### src/rtl/tt_um_fa_tester.sv
// Stimulus/checker for an external 1-bit full adder: walks all eight {cin,b,a}
// vectors on uio, waits a programmable settle time, and scores the sum/cout return.
module tt_um_fa_tester (
    input  logic       clk,
    input  logic       rst_n,
    input  logic       ena,
    input  logic [7:0] ui_in,
    output logic [7:0] uo_out,
    input  logic [7:0] uio_in,
    output logic [7:0] uio_out,
    output logic [7:0] uio_oe
);

    typedef enum logic [1:0] {
        ST_IDLE,
        ST_WAIT,
        ST_DONE
    } state_t;

    state_t     state;
    logic [2:0] vec;
    logic [3:0] wcnt;
    logic [3:0] s_lat;
    logic       loop_lat;
    logic [3:0] err_cnt;
    logic [2:0] first_fail;
    logic       fseen;
    logic       run_done;

    logic       start;
    logic [3:0] settle;
    logic [1:0] expected;
    logic [1:0] returned;
    logic       busy;
    logic       done;
    logic       pass;
    logic       fail;
    logic       unused_bits;

    assign start    = ui_in[0];
    assign settle   = ui_in[4:1];
    assign returned = uio_in[4:3];
    assign expected = {1'b0, vec[0]} + {1'b0, vec[1]} + {1'b0, vec[2]};

    assign unused_bits = &{1'b0, ui_in[7:6], uio_in[7:5], uio_in[2:0]};

    // The external DUT is sampled raw on the last edge of each vector's window,
    // so the error update and the move to the next vector share that edge.
    always_ff @(posedge clk or negedge rst_n) begin
        if (!rst_n) begin
            state      <= ST_IDLE;
            vec        <= 3'd0;
            wcnt       <= 4'd0;
            s_lat      <= 4'd0;
            loop_lat   <= 1'b0;
            err_cnt    <= 4'd0;
            first_fail <= 3'd0;
            fseen      <= 1'b0;
            run_done   <= 1'b0;
        end else if (ena) begin
            case (state)
                ST_IDLE: begin
                    if (start) begin
                        state      <= ST_WAIT;
                        vec        <= 3'd0;
                        wcnt       <= settle;
                        s_lat      <= settle;
                        loop_lat   <= ui_in[5];
                        err_cnt    <= 4'd0;
                        first_fail <= 3'd0;
                        fseen      <= 1'b0;
                    end
                end
                ST_WAIT: begin
                    if (wcnt != 4'd0) begin
                        wcnt <= wcnt - 4'd1;
                    end else begin
                        if (returned != expected) begin
                            if (err_cnt != 4'hF)
                                err_cnt <= err_cnt + 4'd1;
                            if (!fseen) begin
                                first_fail <= vec;
                                fseen      <= 1'b1;
                            end
                        end
                        if (vec != 3'd7) begin
                            vec  <= vec + 3'd1;
                            wcnt <= s_lat;
                        end else begin
                            state    <= ST_DONE;
                            run_done <= 1'b1;
                        end
                    end
                end
                ST_DONE: begin
                    // Loop mode keeps E/F/fseen so errors accumulate across passes.
                    if (loop_lat) begin
                        state <= ST_WAIT;
                        vec   <= 3'd0;
                        wcnt  <= s_lat;
                    end else if (!start) begin
                        state <= ST_IDLE;
                    end
                end
                default: state <= ST_IDLE;
            endcase
        end
    end

    assign busy = (state == ST_WAIT);
    assign done = (state == ST_DONE) || ((state == ST_IDLE) && run_done);
    assign pass = done && (err_cnt == 4'd0);
    assign fail = done && (err_cnt != 4'd0);

    assign uo_out  = {err_cnt, fail, pass, done, busy};
    assign uio_out = {first_fail, 2'b00, (busy ? vec : 3'd0)};
    assign uio_oe  = 8'hE7;

endmodule

### config.mk
export PLATFORM = sky130hd
export DESIGN_NAME = tt_um_fa_tester
export DESIGN_NICKNAME = d
export VERILOG_FILES = /design/src/rtl/tt_um_fa_tester.sv
export SDC_FILE = /design/constraint.sdc
export NUM_CORES = 1
export LEC_CHECK = 0
export ABC_AREA = 0
export CAP_MARGIN = 20
export CELL_PAD_IN_SITES_DETAIL_PLACEMENT = 1
export CELL_PAD_IN_SITES_GLOBAL_PLACEMENT = 2
export CORE_MARGIN = 5
export CORE_UTILIZATION = 31
export DETAILED_ROUTE_END_ITERATION = 12
export PLACE_DENSITY_LB_ADDON = 0.08
export RECOVER_POWER = 50
export SLEW_MARGIN = 0
export SYNTH_ARGS = -nofsm -noshare
export SYNTH_HDL_FRONTEND = slang
export SYNTH_SLANG_ARGS = --single-unit
### constraint.sdc
create_clock -name clk -period 4.4 [get_ports clk]
set_input_delay 1.1 -clock clk [delete_from_list [all_inputs] [get_ports clk]]
set_output_delay 1.1 -clock clk [all_outputs]
set_load 0.02 [all_outputs]
Word-level counts from Yosys, hierarchy flattened
Cells that the tools add are included.
Widths: inputs -> output; s select.

operators by class
  add/sub/neg operators = 5
  multipliers = 0
  div/mod/pow operators = 0
  magnitude comparators = 0
  equality and inequality tests = 15
  shift operators = 0
  multiplexer cells = 30
  bitwise operators = 2
  reductions and logical operators = 18

operators with widths
  kind                 number
  $mux 4               8
  $mux 3               8
  $reduce_and 6->1     3
  $reduce_and 5->1     3
  $pmux 4 s3           1
  $mux 2               5
  $ne 2x2->1 const B   5
  $pmux 3 s3           1
  $pmux 4 s2           1
  $reduce_bool 4->1    2
  $ne 2x1->1 const B   3
  $ne 3x3->1 const B   2
  $pmux 2 s3           1
  $pmux 3 s2           1
  $add 4x1->4 const B  1
  $logic_not 4->1      1
  $ne 4x4->1 const B   1
  $reduce_and 4->1     1
  $sub 4x1->4 const B  1
  $add 3x1->3 const B  1
  $logic_and 1x1->1    3
  $mux 1               3
  $ne 3x1->1 const B   1
  $reduce_and 3->1     1
  11 further kinds     12

word-level totals
  register bits after elaboration = 23
  latch bits = 0
  memory bits (writable) = 0
  bits in read-only memories = 0
  bits of input ports = 19
  output and inout port bits = 24
  word-level logic and storage cells = 79
  memories = 0

Logic depth before layout (Yosys ltp)
  depth in word-level cells = 6
  mapped depth = 8
  mapped depth without buffers = 7

Worst setup path after synthesis
OpenSTA, ideal clock, no wires.

  path kind = register to output
  start point = reg state[1]
  end point = out uio_out[0]
  arrival time = 1.234 ns
  required time = 3.300 ns
  slack = 2.066 ns
  cell stages (with the launch flop) = 6
  path buffers = 2
  cells stage by stage = dfrtp_1 inv_1 ha_1 buf_6 buf_6 and2_1

between the ends
  word-level cells in the longest chain between the ends = 2

RTL lines
  what                    RTL line  source
  start, declared         20        state_t state;
  start signal, assigned  51        state <= ST_IDLE;
  start signal, assigned  64        state <= ST_WAIT;
  start signal, assigned  90        state <= ST_DONE;
  $eq 2x1->1              110       assign busy = (state == ST_WAIT);
  net busy                34        logic busy;
  $mux 3                  116       assign uio_out = {first_fail, 2'b00, (busy ? vec : 3'd0)};
  end, declared           10        output logic [7:0] uio_out,

The timed path passes the listed nets, and every way through them passes these cells.

Worst setup path in the final report
  start point = reg state[0]
  end point = out uo_out[2]

between the ends
  word-level cells in the longest chain between the ends = 4
  elaborated cells between the ends (all ways) = 5
  classes of those cells = eq/ne (1); reduce/logical (4)

RTL lines
  what                   RTL line  source
  $logic_not 2->1        111       assign done = (state == ST_DONE) || ((state == ST_IDLE) && run_done);
  $logic_and 1x1->1      111
  $logic_or 1x1->1 (*)   111
  $logic_and 1x1->1 (*)  112       assign pass = done && (err_cnt == 4'd0);
  end, declared          8         output logic [7:0] uo_out,

Mark *: on every way between the ends. The rest lies on a longest branch, timed or not.

==> out/summary.log <==
qor: setup_path.worst-endpoint-arrival 2070 ps
qor: power.clock_network_fraction_of_design_power 12.5%
qor: final_layout.fill_cells 572
qor: power.power.share.sequential 33.1%
qor: cts.post_cts_resized 0
qor: timing.worst_pin_slew 1350 ps
qor: detailed_routing.routedWlPerCell 15.3 µm
qor: detailed_routing.drt-total-wl 3.85 mm
qor: synth.synthesized_area_per_cell 9.56 µm²
qor: floorplanning.initial_core_util 32.5%
qor: timing.final_max_slew_viol_count 0
qor: cts.cts_hold_buf 0
qor: timing.fin_skew 11.9 ps
qor: outcome.status completed
qor: final_layout.layout-drive-gt1-share 11.4%
qor: synth.mappedNetlistArea 1560 µm²
qor: hold_path.holdPathEnd run_done$_DFFE_PN0P_
qor: timing.setup_repair_after_global_routing_missed_its_margin no
qor: detailed_routing.antenna_violating_nets_left 0
qor: place.detailed_placer_s_ending_hpwl 2.97 mm
qor: power.total_switching_power 0.000500 W
qor: setup_path.worst_r2r_startpoint state[1]$_DFFE_PN0P_
qor: power.power.combinational.fraction 54.4%
qor: synth.synthCells 163
qor: timing.fin_crit_sh 72.1%
qor: floorplanning.standard_cell_core_area 4790 µm²
qor: detailed_routing.vias 1210
qor: global_route.first_pass_grt_wire_length 6.45 mm
qor: detailed_routing.drt-initial-drc-count 30
qor: place.finalWeightedCongestion 0.743
qor: global_route.globalRouteTotalUtil 12.6%
qor: synth.post_synth_num_cell_types 43
qor: setup_path.r2r_cells 7
qor: timing.relative_slew_slack 9.82%
qor: timing.number_of_hold_violations_in_the_final_report 0
qor: cts.post-cts-setup-buffers 0
qor: power.power_density 619 nW/µm²
qor: place.buffer_ports.inserted 24
qor: setup_path.r2r_end first_fail[0]$_DFFE_PN0P_
qor: final_layout.finish.net_count 215
qor: final_layout.fin_util 38.4%
qor: setup_path.slack_of_the_worst_reg_to_reg_path 1930 ps
qor: setup_path.worst_setup_path_start_kind register
qor: cts.cts_buffer_depth 2
qor: floorplanning.boundaryPins 43
qor: cts.total_cts_buffers 3
qor: hold_path.min-delay-path-class register to register
qor: synth.synth.yosys.seq_area_share 36.9%
qor: cts.clock_tree_from_tritoncts built
qor: synth.synth-compound-area-share 14.6%
qor: global_route.initial_antenna_violation_count 0
qor: timing.fin_tns_setup 0 ps
qor: hold_path.worst_hold_path_cell_count 1
qor: cts.cts_htree_levels 1
qor: synth.synthMuxAreaShare 8.59%
qor: timing.timing.fmax 0.315 GHz
qor: power.internal_power 0.000637 W
qor: cts.clkLatencyLatePin 280 ps
qor: power.power_switching_share 44.0%
qor: synth.synthXorXnorAreaFrac 2.25%
qor: synth.yosys_warnings 0
qor: floorplanning.full_die_area 6540 µm²
qor: synth.synth_seq_cells 23
qor: floorplanning.std_cell_rows 25
qor: setup_path.crit_path_required_time 3300 ps
qor: detailed_routing.route.detailed.vias_per_inst 4.82
qor: detailed_routing.drcViolationCount 0
qor: power.p_leak 0.827 nW
qor: floorplanning.die_y 80.9 µm
qor: synth.dominant_combinational_cell_family_by_area_after_synthesis simple AND/OR/NAND/NOR gates
qor: global_route.first_global_vias 1326
qor: floorplanning.fp.dieW 80.9 µm
qor: synth.synthSimpleGateAreaFrac 16.0%
qor: final_layout.antenna_diodes 0
qor: setup_path.worstSetupEndpointType output port
qor: cts.path_clk_slew 90 ps
qor: hold_path.hold_path_startpoint run_done$_DFFE_PN0P_
qor: global_route.grt_remaining_overflow 0
qor: global_route.grt_start_max_net_pins 24
qor: run.max_cap_viols 0
qor: synth.post_synth_fa_ha_maj_area_fraction 9.32%
qor: final_layout.syn2layout_area_growth 17.9%
qor: detailed_routing.drtPass1Iterations 4
qor: setup_path.criticalPathCategory register to output port
qor: power.ir_drop 0.169 mV
qor: timing.finish_stage_setup_viols 0
qor: cts.clock-root-buffer sky130_fd_sc_hd__clkbuf_8
qor: setup_path.path_max_fanout 7
qor: timing.timing.final.crit_period 3170 ps
qor: cts.cts_num_sinks 23
==> layout by cell type, fill, tap and decap left out, drive strengths merged, types with 5 or more instances in the layout <==
master	count
conb	10
dfrtp	23
o21ai	7
inv	11
nor2	12
clkdlybuf4s50	21
ha	10
mux2	9
nand2	19
a21oi	7
nand3	5
==> critical path: stages (launching register included) <==
cell,delay [ps]
sky130_fd_sc_hd__dfrtp_1,420
sky130_fd_sc_hd__inv_1,90
sky130_fd_sc_hd__ha_1,340
sky130_fd_sc_hd__a21oi_1,110
sky130_fd_sc_hd__inv_1,80
sky130_fd_sc_hd__and3_1,150
sky130_fd_sc_hd__clkdlybuf4s50_1,610
==> how the worst max path moves through the flow <==
stage / from / endpoint / slack [ps]
floorplan: state[1]$_DFFE_PN0P_ / uio_out[0] / 2070
global placement: state[0]$_DFFE_PN0P_ / uo_out[2] / 1540
detailed placement: ui_in[0] / wcnt[0]$_DFFE_PN0P_ / 1470
CTS: state[0]$_DFFE_PN0P_ / uo_out[2] / 1180
global route: state[0]$_DFFE_PN0P_ / uo_out[2] / 1100
finish: state[0]$_DFFE_PN0P_ / uo_out[2] / 1230
==> sequential cells by signal (all words and copies together) (netlist names) <==
signal and cells:
fseen 1, state 2, run_done 1, first_fail 3
loop_lat 1, err_cnt 4, vec 3, wcnt 4
s_lat 4
==> cell families (layout without fill, tap and decap cells) <==
group	Yosys count	count (layout)
AOI/OAI and AO/OA	33	33
xor gates and xnor gates	4	4
adders and majority gates	11	11
buffers and inverters	29	42
DFF	23	23
muxes	11	11
other	2	10
and+or+nand+nor	50	50
==> layer usage <==
layer  wire length, µm  GRT usage [%]  part of all wire, %  vias to the layer above
li1                  -              -                    -                      581
met1              1770           15.7                   46                      609
met2              1940           22.2                   50                       15
met3               102           2.22                  2.7                        5
met4                37           3.55                 0.96                        0
met5                 0              0                    0                        -
==> cell usage after synthesis (all sizes together) <==
master / instances / area [µm²]
nor3: 2 / 10.0
or3b: 1 / 8.76
clkbuf: 1 / 3.75
o311ai: 1 / 8.76
a22o: 1 / 8.76
nand2: 19 / 71.3
and3: 1 / 6.26
a41o: 1 / 10.0
nand3: 5 / 37.5
nor3b: 1 / 7.51
o211ai: 3 / 22.5
ha: 10 / 125
o311a: 1 / 11.3
nand4b: 1 / 8.76
buf: 17 / 139
xor2: 4 / 35.0
a22oi: 2 / 15.0
a21oi: 7 / 35.0
or4: 1 / 7.51
o21ai: 7 / 35.0
a211o: 1 / 10.0
dfrtp: 23 / 576
or2b: 1 / 8.76
o22ai: 1 / 6.26
o21bai: 1 / 11.3
nor2: 12 / 45.0
mux2i: 2 / 32.5
and2: 3 / 18.8
mux2: 9 / 101
nand4: 1 / 6.26
fa: 1 / 20.0
nand2b: 2 / 12.5
a311oi: 2 / 17.5
inv: 11 / 41.3
conb: 2 / 7.51
o31ai: 1 / 7.51
a31oi: 1 / 6.26
o21a: 1 / 7.51
a21o: 2 / 15.0
==> stage by stage <==
step | total power, W | cell area (µm²) | hold slack [ps] | cells | worst slack, ps
floorplan | 0.000833 | 1590 | 437 | 171 | 2070
global placement | 0.000985 | 1790 | 458 | 247 | 1540
detailed placement | 0.00101 | 1790 | 459 | 247 | 1470
CTS | 0.00116 | 1840 | 480 | 251 | 1180
global route | 0.00124 | 1840 | 503 | 251 | 1100
finish | 0.00114 | 1840 | 479 | 251 | 1230
==> final cells by class <==
cell class                 instances  area [µm²]  area share, %
timing repair buffer              27         259           14.1
clock inverter                     1        7.51          0.409
sequential                        23         576           31.3
clock buffer                       3        41.3           2.25
tap                               67        83.8           4.56
inverter                          11        41.3           2.25
multi-input combinational        119         828           45.1
==> power groups by stage <==
| stage | Combinational [W] | Clock (W) | Sequential (W) |
|---|---|---|---|
| floorplan | 0.000443 | 0 | 0.000390 |
| global placement | 0.000607 | 0 | 0.000378 |
| detailed placement | 0.000627 | 0 | 0.000382 |
| CTS | 0.000631 | 0.000150 | 0.000378 |
| global route | 0.000686 | 0.000155 | 0.000395 |
| finish | 0.000618 | 0.000142 | 0.000377 |
Note: power is estimated with default switching activity, not from simulation.
